<file path="config.mk">
export PLATFORM = sky130hd
export DESIGN_NAME = flash_emulator
export DESIGN_NICKNAME = d
export VERILOG_FILES = /design/src/rtl/flash_emulator.sv
export SDC_FILE = /design/constraint.sdc
export NUM_CORES = 2
export LEC_CHECK = 0
export BUFFER_PORTS_ARGS = -buffer_cell sky130_fd_sc_hd__buf_2
export CAP_MARGIN = 40
export CORE_ASPECT_RATIO = 0.9
export CORE_MARGIN = 2
export CORE_UTILIZATION = 40
export DETAILED_ROUTE_END_ITERATION = 16
export GPL_ROUTABILITY_DRIVEN = 0
export PLACE_DENSITY = 0.61
export SYNTH_ARGS = -nofsm -noshare
export SYNTH_HDL_FRONTEND = slang
export SYNTH_SLANG_ARGS = --single-unit
</file>
<file path="constraint.sdc">
create_clock -name CLK_50MHZ -period 21.1 [get_ports CLK_50MHZ]
set_input_delay 3.165 -clock CLK_50MHZ [delete_from_list [all_inputs] [get_ports CLK_50MHZ]]
set_output_delay 3.165 -clock CLK_50MHZ [all_outputs]
set_load 0.005 [all_outputs]
</file>
<file path="src/rtl/flash_emulator.sv">
//==============================================================================
// Module   : flash_emulator
// Brief    : Byte-mode parallel NOR flash device model (read-array, read-status,
//            program, block erase) with busy timing on NF_STS.
//            Optional macro FLASH_EMU_WP_PROTECT_EN: NF_WP=0 protects block 0.
// Revision : 1.0 - initial release
//==============================================================================
`default_nettype none

module flash_emulator #(
    parameter int ADDR_W       = 8,
    parameter int BLOCK_W      = 4,
    parameter int PROG_CYCLES  = 16,
    parameter int ERASE_CYCLES = 64
) (
    input  logic              CLK_50MHZ,
    input  logic              RST,
    input  logic              NF_CE,
    input  logic              NF_OE,
    input  logic              NF_WE,
    input  logic              NF_RP,
    input  logic              NF_WP,
    input  logic [ADDR_W-1:0] NF_A,
    input  logic [7:0]        NF_D,
    output logic [7:0]        NF_DQ,
    output logic              NF_DQ_OE,
    output logic              NF_STS
);

    localparam int DEPTH   = 1 << ADDR_W;
    localparam int CNT_MAX = (PROG_CYCLES > ERASE_CYCLES) ? PROG_CYCLES : ERASE_CYCLES;
    localparam int CNT_W   = $clog2(CNT_MAX + 1);
    localparam int BLK_W   = ADDR_W - BLOCK_W;
    localparam logic [CNT_W-1:0] PROG_LOAD  = CNT_W'(PROG_CYCLES);
    localparam logic [CNT_W-1:0] ERASE_LOAD = CNT_W'(ERASE_CYCLES);

    // err bit positions: [2]=SR[5] erase error, [1]=SR[4] program error, [0]=SR[1] locked
    localparam int E_ERASE = 2;
    localparam int E_PROG  = 1;
    localparam int E_LOCK  = 0;

    typedef enum logic [2:0] {
        ST_ARRAY       = 3'd0,
        ST_STATUS      = 3'd1,
        ST_PROG_SETUP  = 3'd2,
        ST_ERASE_SETUP = 3'd3,
        ST_PROG_BUSY   = 3'd4,
        ST_ERASE_BUSY  = 3'd5
    } state_t;

    // Input synchroniser stage s1, plus s2 for WE edge detection
    logic              ce_s1_q, oe_s1_q, we_s1_q, rp_s1_q, we_s2_q;
    logic [ADDR_W-1:0] a_s1_q;
    logic [7:0]        d_s1_q;
    logic [ADDR_W-1:0] cap_a_q;
    logic [7:0]        cap_d_q;

    state_t            state_q, state_d;
    logic [CNT_W-1:0]  cnt_q, cnt_d;
    logic [BLOCK_W:0]  eoff_q, eoff_d;
    logic [BLK_W-1:0]  blk_q, blk_d;
    logic [ADDR_W-1:0] pa_q, pa_d;
    logic [7:0]        pd_q, pd_d;
    logic [2:0]        err_q, err_d;
    logic [7:0]        dq_q, dq_d;

    logic [7:0]        mem_q [DEPTH] = '{default: 8'hFF};
    logic              mem_we;
    logic [ADDR_W-1:0] mem_wa;
    logic [7:0]        mem_wd;

    logic              rst_all;
    logic              commit;
    logic              busy;
    logic              wp_active;
    logic [7:0]        sr;
    logic [7:0]        prog_res;

    always_ff @(posedge CLK_50MHZ) begin
        if (RST) begin
            ce_s1_q <= 1'b1;
            oe_s1_q <= 1'b1;
            we_s1_q <= 1'b1;
            rp_s1_q <= 1'b1;
            we_s2_q <= 1'b1;
            a_s1_q  <= '0;
            d_s1_q  <= '0;
            cap_a_q <= '0;
            cap_d_q <= '0;
        end else begin
            ce_s1_q <= NF_CE;
            oe_s1_q <= NF_OE;
            we_s1_q <= NF_WE;
            rp_s1_q <= NF_RP;
            we_s2_q <= we_s1_q;
            a_s1_q  <= NF_A;
            d_s1_q  <= NF_D;
            if (!ce_s1_q && !we_s1_q) begin
                cap_a_q <= a_s1_q;
                cap_d_q <= d_s1_q;
            end
        end
    end

`ifdef FLASH_EMU_WP_PROTECT_EN
    logic wp_s1_q;

    always_ff @(posedge CLK_50MHZ) begin
        if (RST) begin
            wp_s1_q <= 1'b1;
        end else begin
            wp_s1_q <= NF_WP;
        end
    end

    assign wp_active = ~wp_s1_q && (cap_a_q[ADDR_W-1:BLOCK_W] == '0);
`else
    logic wp_unused;
    assign wp_unused = NF_WP;
    assign wp_active = 1'b0;
`endif

    assign rst_all  = RST | ~rp_s1_q;
    assign commit   = ~we_s2_q & we_s1_q & ~ce_s1_q;
    assign busy     = (state_q == ST_PROG_BUSY) || (state_q == ST_ERASE_BUSY);
    assign sr       = {~busy, 1'b0, err_q[E_ERASE], err_q[E_PROG], 2'b00, err_q[E_LOCK], 1'b0};
    assign prog_res = mem_q[pa_q] & pd_q;

    always_comb begin
        state_d = state_q;
        cnt_d   = cnt_q;
        eoff_d  = eoff_q;
        blk_d   = blk_q;
        pa_d    = pa_q;
        pd_d    = pd_q;
        err_d   = err_q;
        mem_we  = 1'b0;
        mem_wa  = pa_q;
        mem_wd  = prog_res;
        dq_d    = (state_q == ST_ARRAY) ? mem_q[a_s1_q] : sr;

        unique case (state_q)
            ST_ARRAY, ST_STATUS: begin
                if (commit) begin
                    case (cap_d_q)
                        8'hFF:        state_d = ST_ARRAY;
                        8'h70:        state_d = ST_STATUS;
                        8'h50:        err_d   = '0;
                        8'h40, 8'h10: state_d = ST_PROG_SETUP;
                        8'h20:        state_d = ST_ERASE_SETUP;
                        default:      ;
                    endcase
                end
            end
            ST_PROG_SETUP: begin
                if (commit) begin
                    pa_d = cap_a_q;
                    pd_d = cap_d_q;
                    if (wp_active) begin
                        err_d[E_LOCK] = 1'b1;
                        err_d[E_PROG] = 1'b1;
                        state_d       = ST_STATUS;
                    end else begin
                        cnt_d   = PROG_LOAD;
                        state_d = ST_PROG_BUSY;
                    end
                end
            end
            ST_ERASE_SETUP: begin
                if (commit) begin
                    if (cap_d_q != 8'hD0) begin
                        err_d[E_ERASE] = 1'b1;
                        err_d[E_PROG]  = 1'b1;
                        state_d        = ST_STATUS;
                    end else if (wp_active) begin
                        err_d[E_LOCK]  = 1'b1;
                        err_d[E_ERASE] = 1'b1;
                        state_d        = ST_STATUS;
                    end else begin
                        blk_d   = cap_a_q[ADDR_W-1:BLOCK_W];
                        eoff_d  = '0;
                        cnt_d   = ERASE_LOAD;
                        state_d = ST_ERASE_BUSY;
                    end
                end
            end
            ST_PROG_BUSY: begin
                cnt_d = cnt_q - CNT_W'(1);
                if (cnt_q == CNT_W'(1)) begin
                    mem_we = 1'b1;
                    // A 0->1 attempt leaves the AND different from the requested data
                    if (prog_res != pd_q) begin
                        err_d[E_PROG] = 1'b1;
                    end
                    state_d = ST_STATUS;
                end
            end
            ST_ERASE_BUSY: begin
                cnt_d = cnt_q - CNT_W'(1);
                if (!eoff_q[BLOCK_W]) begin
                    mem_we = 1'b1;
                    mem_wa = {blk_q, eoff_q[BLOCK_W-1:0]};
                    mem_wd = 8'hFF;
                    eoff_d = eoff_q + (BLOCK_W+1)'(1);
                end
                if (cnt_q == CNT_W'(1)) begin
                    state_d = ST_STATUS;
                end
            end
            default: state_d = ST_ARRAY;
        endcase
    end

    always_ff @(posedge CLK_50MHZ) begin
        if (rst_all) begin
            state_q <= ST_ARRAY;
            cnt_q   <= '0;
            eoff_q  <= '0;
            blk_q   <= '0;
            pa_q    <= '0;
            pd_q    <= '0;
            err_q   <= '0;
            dq_q    <= 8'h00;
        end else begin
            state_q <= state_d;
            cnt_q   <= cnt_d;
            eoff_q  <= eoff_d;
            blk_q   <= blk_d;
            pa_q    <= pa_d;
            pd_q    <= pd_d;
            err_q   <= err_d;
            dq_q    <= dq_d;
        end
    end

    // Array is deliberately outside reset; an abort leaves partial erase results
    always_ff @(posedge CLK_50MHZ) begin
        if (mem_we && !rst_all) begin
            mem_q[mem_wa] <= mem_wd;
        end
    end

    assign NF_DQ    = dq_q;
    assign NF_DQ_OE = ~ce_s1_q & ~oe_s1_q & we_s1_q & rp_s1_q;
    assign NF_STS   = ~busy;

endmodule

`default_nettype wire

</file>
==> impl_metrics.yaml <==
final_layout:
  drive_gt1_share_pct: 36.0
  final_nets: 5461
  layout_common_cells: "2048 x edfxtp_1, 1138 x mux4_2, 338 x buf_4"
  area_delta_synth_final_pct: 14.0
  mostFrequentLayoutCell: "edfxtp_1"
  fillerInstances: 20599
synth:
  async_reset_ff_share_pct: 0
  synth-edff-count: 2048
  synthCells: 5143
  synthAdderAreaFrac_pct: 0.0378
  avgSynthCellArea_um2: 19.3
  seq_area_frac_synth_pct: 63.8
  synth_compound_area_share_pct: 2.82
  synthTopCellsByArea: "edfxtp_1 62%, mux4_2 26%, dfxtp_1 1.8%, nor2_1 1.3%, mux2i_1 1.3%"
  synthXorXnorAreaFrac_pct: 0.0706
  ys.flop_type: "edfxtp_1"
  yosysTopAreaCellShare_pct: 62.0
  synth_area_um2: 99200
  synth_top_family_by_area: "multiplexers"
  synth-simple-area-share_pct: 3.84
  synth_cell_types: 67
  yosys.area.top_type: "edfxtp_1"
  synth_mux_area_share_pct: 27.5
  yosys_warnings: 0
  synth_seq_cells: 2138
  synth_fp_nets: 5169
clocking:
  cts_tree: "done"
  cts-hold-fix-buffers: 0
  cts_buffers: 218
  htreeDepth: 4
  cts_setup_buffers: 0
  clk_latency_ps: 900
  cts_resized: 0
  clock-root-buffer: "clkbuf_16"
  clk_pin_slew_ps: 60
  cts.sinks: 2138
  cts.path.max_buffers: 3
timing:
  tns_ps: 0
  tightest_slew_ps: 1120
  fmax_mhz: 116
  setup_viol: 0
  slew-limit-headroom_pct: 24.6
  finalCritPeriodShare_pct: 40.7
  rsz0062_at_grt: "no"
  drv_slew: 0
  skew_ps: 39.2
  final_hold_viol_count: 0
  period_minus_slack_ps: 8580
critical_path:
  crit_arrival_ps: 9140
  path_cells: "buf_4 -> buf_4 -> buf_4 -> buf_4 -> mux4_2 -> nor3_1 -> or4_1 -> or3_1 -> a21oi_1 -> a22oi_1 -> and2_1 -> o21ai_0 -> a21o_4 -> buf_4 -> buf_4"
  crit_required_ps: 21660
  crit_type: "reg -> reg"
  critPathBufInv: 6
  crit_fanout: 91
  end_kind: "register"
  critical_path.top_delay_family: "buffers and inverters"
  cp-start-kind: "register"
  crit_slowest_cell: "buf_4"
  cpPeakStageDelay_ps: 840
  crit_top_cell: "buf_4"
die:
  io_pins: 33
  start_util_pct: 40.2
  die_height_um: 476
  rows: 173
  fp.coreArea_um2: 247000
  die_w_um: 529
  die_area_um2: 252000
routing:
  detailedRoute.firstIterationViolations: 9228
  drc: 0
  first_pass_iters: 6
  routed_wl_um: 338000
  via_per_inst: 6.68
  antenna_left: 0
  avgRoutedWirePerCell_um: 38.1
  vias: 59208
global_routing:
  globalRouteOverflowTotal: 0
  grt_max_degree: 177
  grt_pass1_vias: 57328
  grtUsageTotal_pct: 26.6
  grt_antenna_before_repair: 24
  grt_pass1_wl_um: 467000
worst_hold_path:
  hold_path.class: "reg -> reg"
  hp-start: "d_s1_q[7]"
placed_design:
  io_buffer_count: 31
  dpl.hpwl_um: 229000
pwr:
  ir_drop_mv: 0.0926
  power.density_nw_per_um2: 77.0
  total_power_mw: 8.71
  leakage_nw: 27.3
run_status:
  status: "complete, no violations"
flow_run:
  maxCapViolCount: 0
[cell families (layout without fill, tap and decap cells)]
| kind of cell | after synthesis | after routing |
|---|---|---|
| buf+inv | 418 | 894 |
| xor+xnor | 8 | 8 |
| other cells | 0 | 10 |
| mux | 1298 | 1298 |
| compound gates | 420 | 420 |
| flops | 2138 | 2138 |
| simple gates | 858 | 858 |
| fa+ha+maj | 3 | 3 |
[state kept, by name, indices dropped and copies added (netlist names), named ones only]
name,flops
eoff_q,5
oe_s1_q,1
a_s1_q,8
mem_q,2048
err_q,2
cap_d_q,8
d_s1_q,8
state_q,3
pa_q,8
cap_a_q,8
blk_q,4
pd_q,8
ce_s1_q,1
cnt_q,7
rp_s1_q,1
NF_DQ,8
we_s2_q,1
we_s1_q,1
[synth_stat cells, types with 9 or more instances]
master,instances
a211oi_1,19
mux2i_1,124
nor2b_1,50
o31ai_1,11
nand2b_1,21
buf_1,33
o22ai_1,66
nand2_1,271
nor4_1,12
o221ai_1,20
nor2_1,334
a221oi_1,22
edfxtp_1,2048
or3_1,10
buf_4,44
nand3b_1,18
inv_1,13
a21oi_1,86
a31oi_1,22
mux2_2,36
buf_2,127
and2_1,13
a22oi_1,44
nor3_1,35
dfxtp_1,90
or2_2,11
o21ai_0,65
and3_1,9
a2111oi_0,9
clkbuf_1,194
mux4_2,1138
nand3_1,47
[worst paths after layout]
path / slack (ps) / depth (start not counted) / to
worst max-delay path: 12520 / 15 / mem_q[75][2]
worst min-delay path: 450 / 2 / cap_d_q[7]
worst max register to register: 12520 / 15 / mem_q[75][2]
worst min register to register: 450 / 2 / cap_d_q[7]
[final cells by class]
class	instances	area, um^2	share of cell area (%)
multi-input cells	2587	34100	30.2
clock buffers	264	5770	5.11
well taps	3237	4050	3.58
repair buffers	472	4160	3.68
diodes	10	25.0	0.0221
inverters	18	68.8	0.0609
flip-flops and latches	2138	63300	56.0
clock inverters	140	1510	1.34
[worst reg2reg max path, delay by kind of cell, from the launching register on]
| kind | cells | cell delay [ps] |
|---|---|---|
| AOI/OAI and AO/OA | 4 | 1490 |
| buffers and inverters | 6 | 4450 |
| DFF | 1 | 730 |
| muxes | 1 | 370 |
| and+or+nand+nor | 4 | 1190 |
[report_power, final]
part	internal (mW)	switching (mW)	total [mW]
logic	0.0590	0.0853	0.144
registers	4.58	0.00780	4.58
clock network	2.28	1.70	3.98
total	6.91	1.79	8.71
[per-layer routing]
metal	global-route usage, %	wire (um)	vias up	share of wire, %
met4	11.4	16400	16	4.8
met1	37.4	127000	31525	38
li1	-	-	22551	-
met3	9.03	47600	723	14
met2	37.7	146000	4393	43
met5	0	98	-	0.029
[metrics by stage]
stage / instances / hold slack (ps) / cell area [um^2] / worst slack [ps] / utilization, %
global placement: 8211 / 447 / 103000 / 12560 / 41.9
finish: 8866 / 449 / 113000 / 12520 / 45.8
floorplan: 5143 / 417 / 99200 / 6530 / -
detailed placement: 8449 / 444 / 106000 / 12440 / 42.8
global route: 8856 / 482 / 113000 / 11890 / 45.8
CTS: 8853 / 454 / 113000 / 12360 / 45.8
Power figures use the tool's default switching activity.
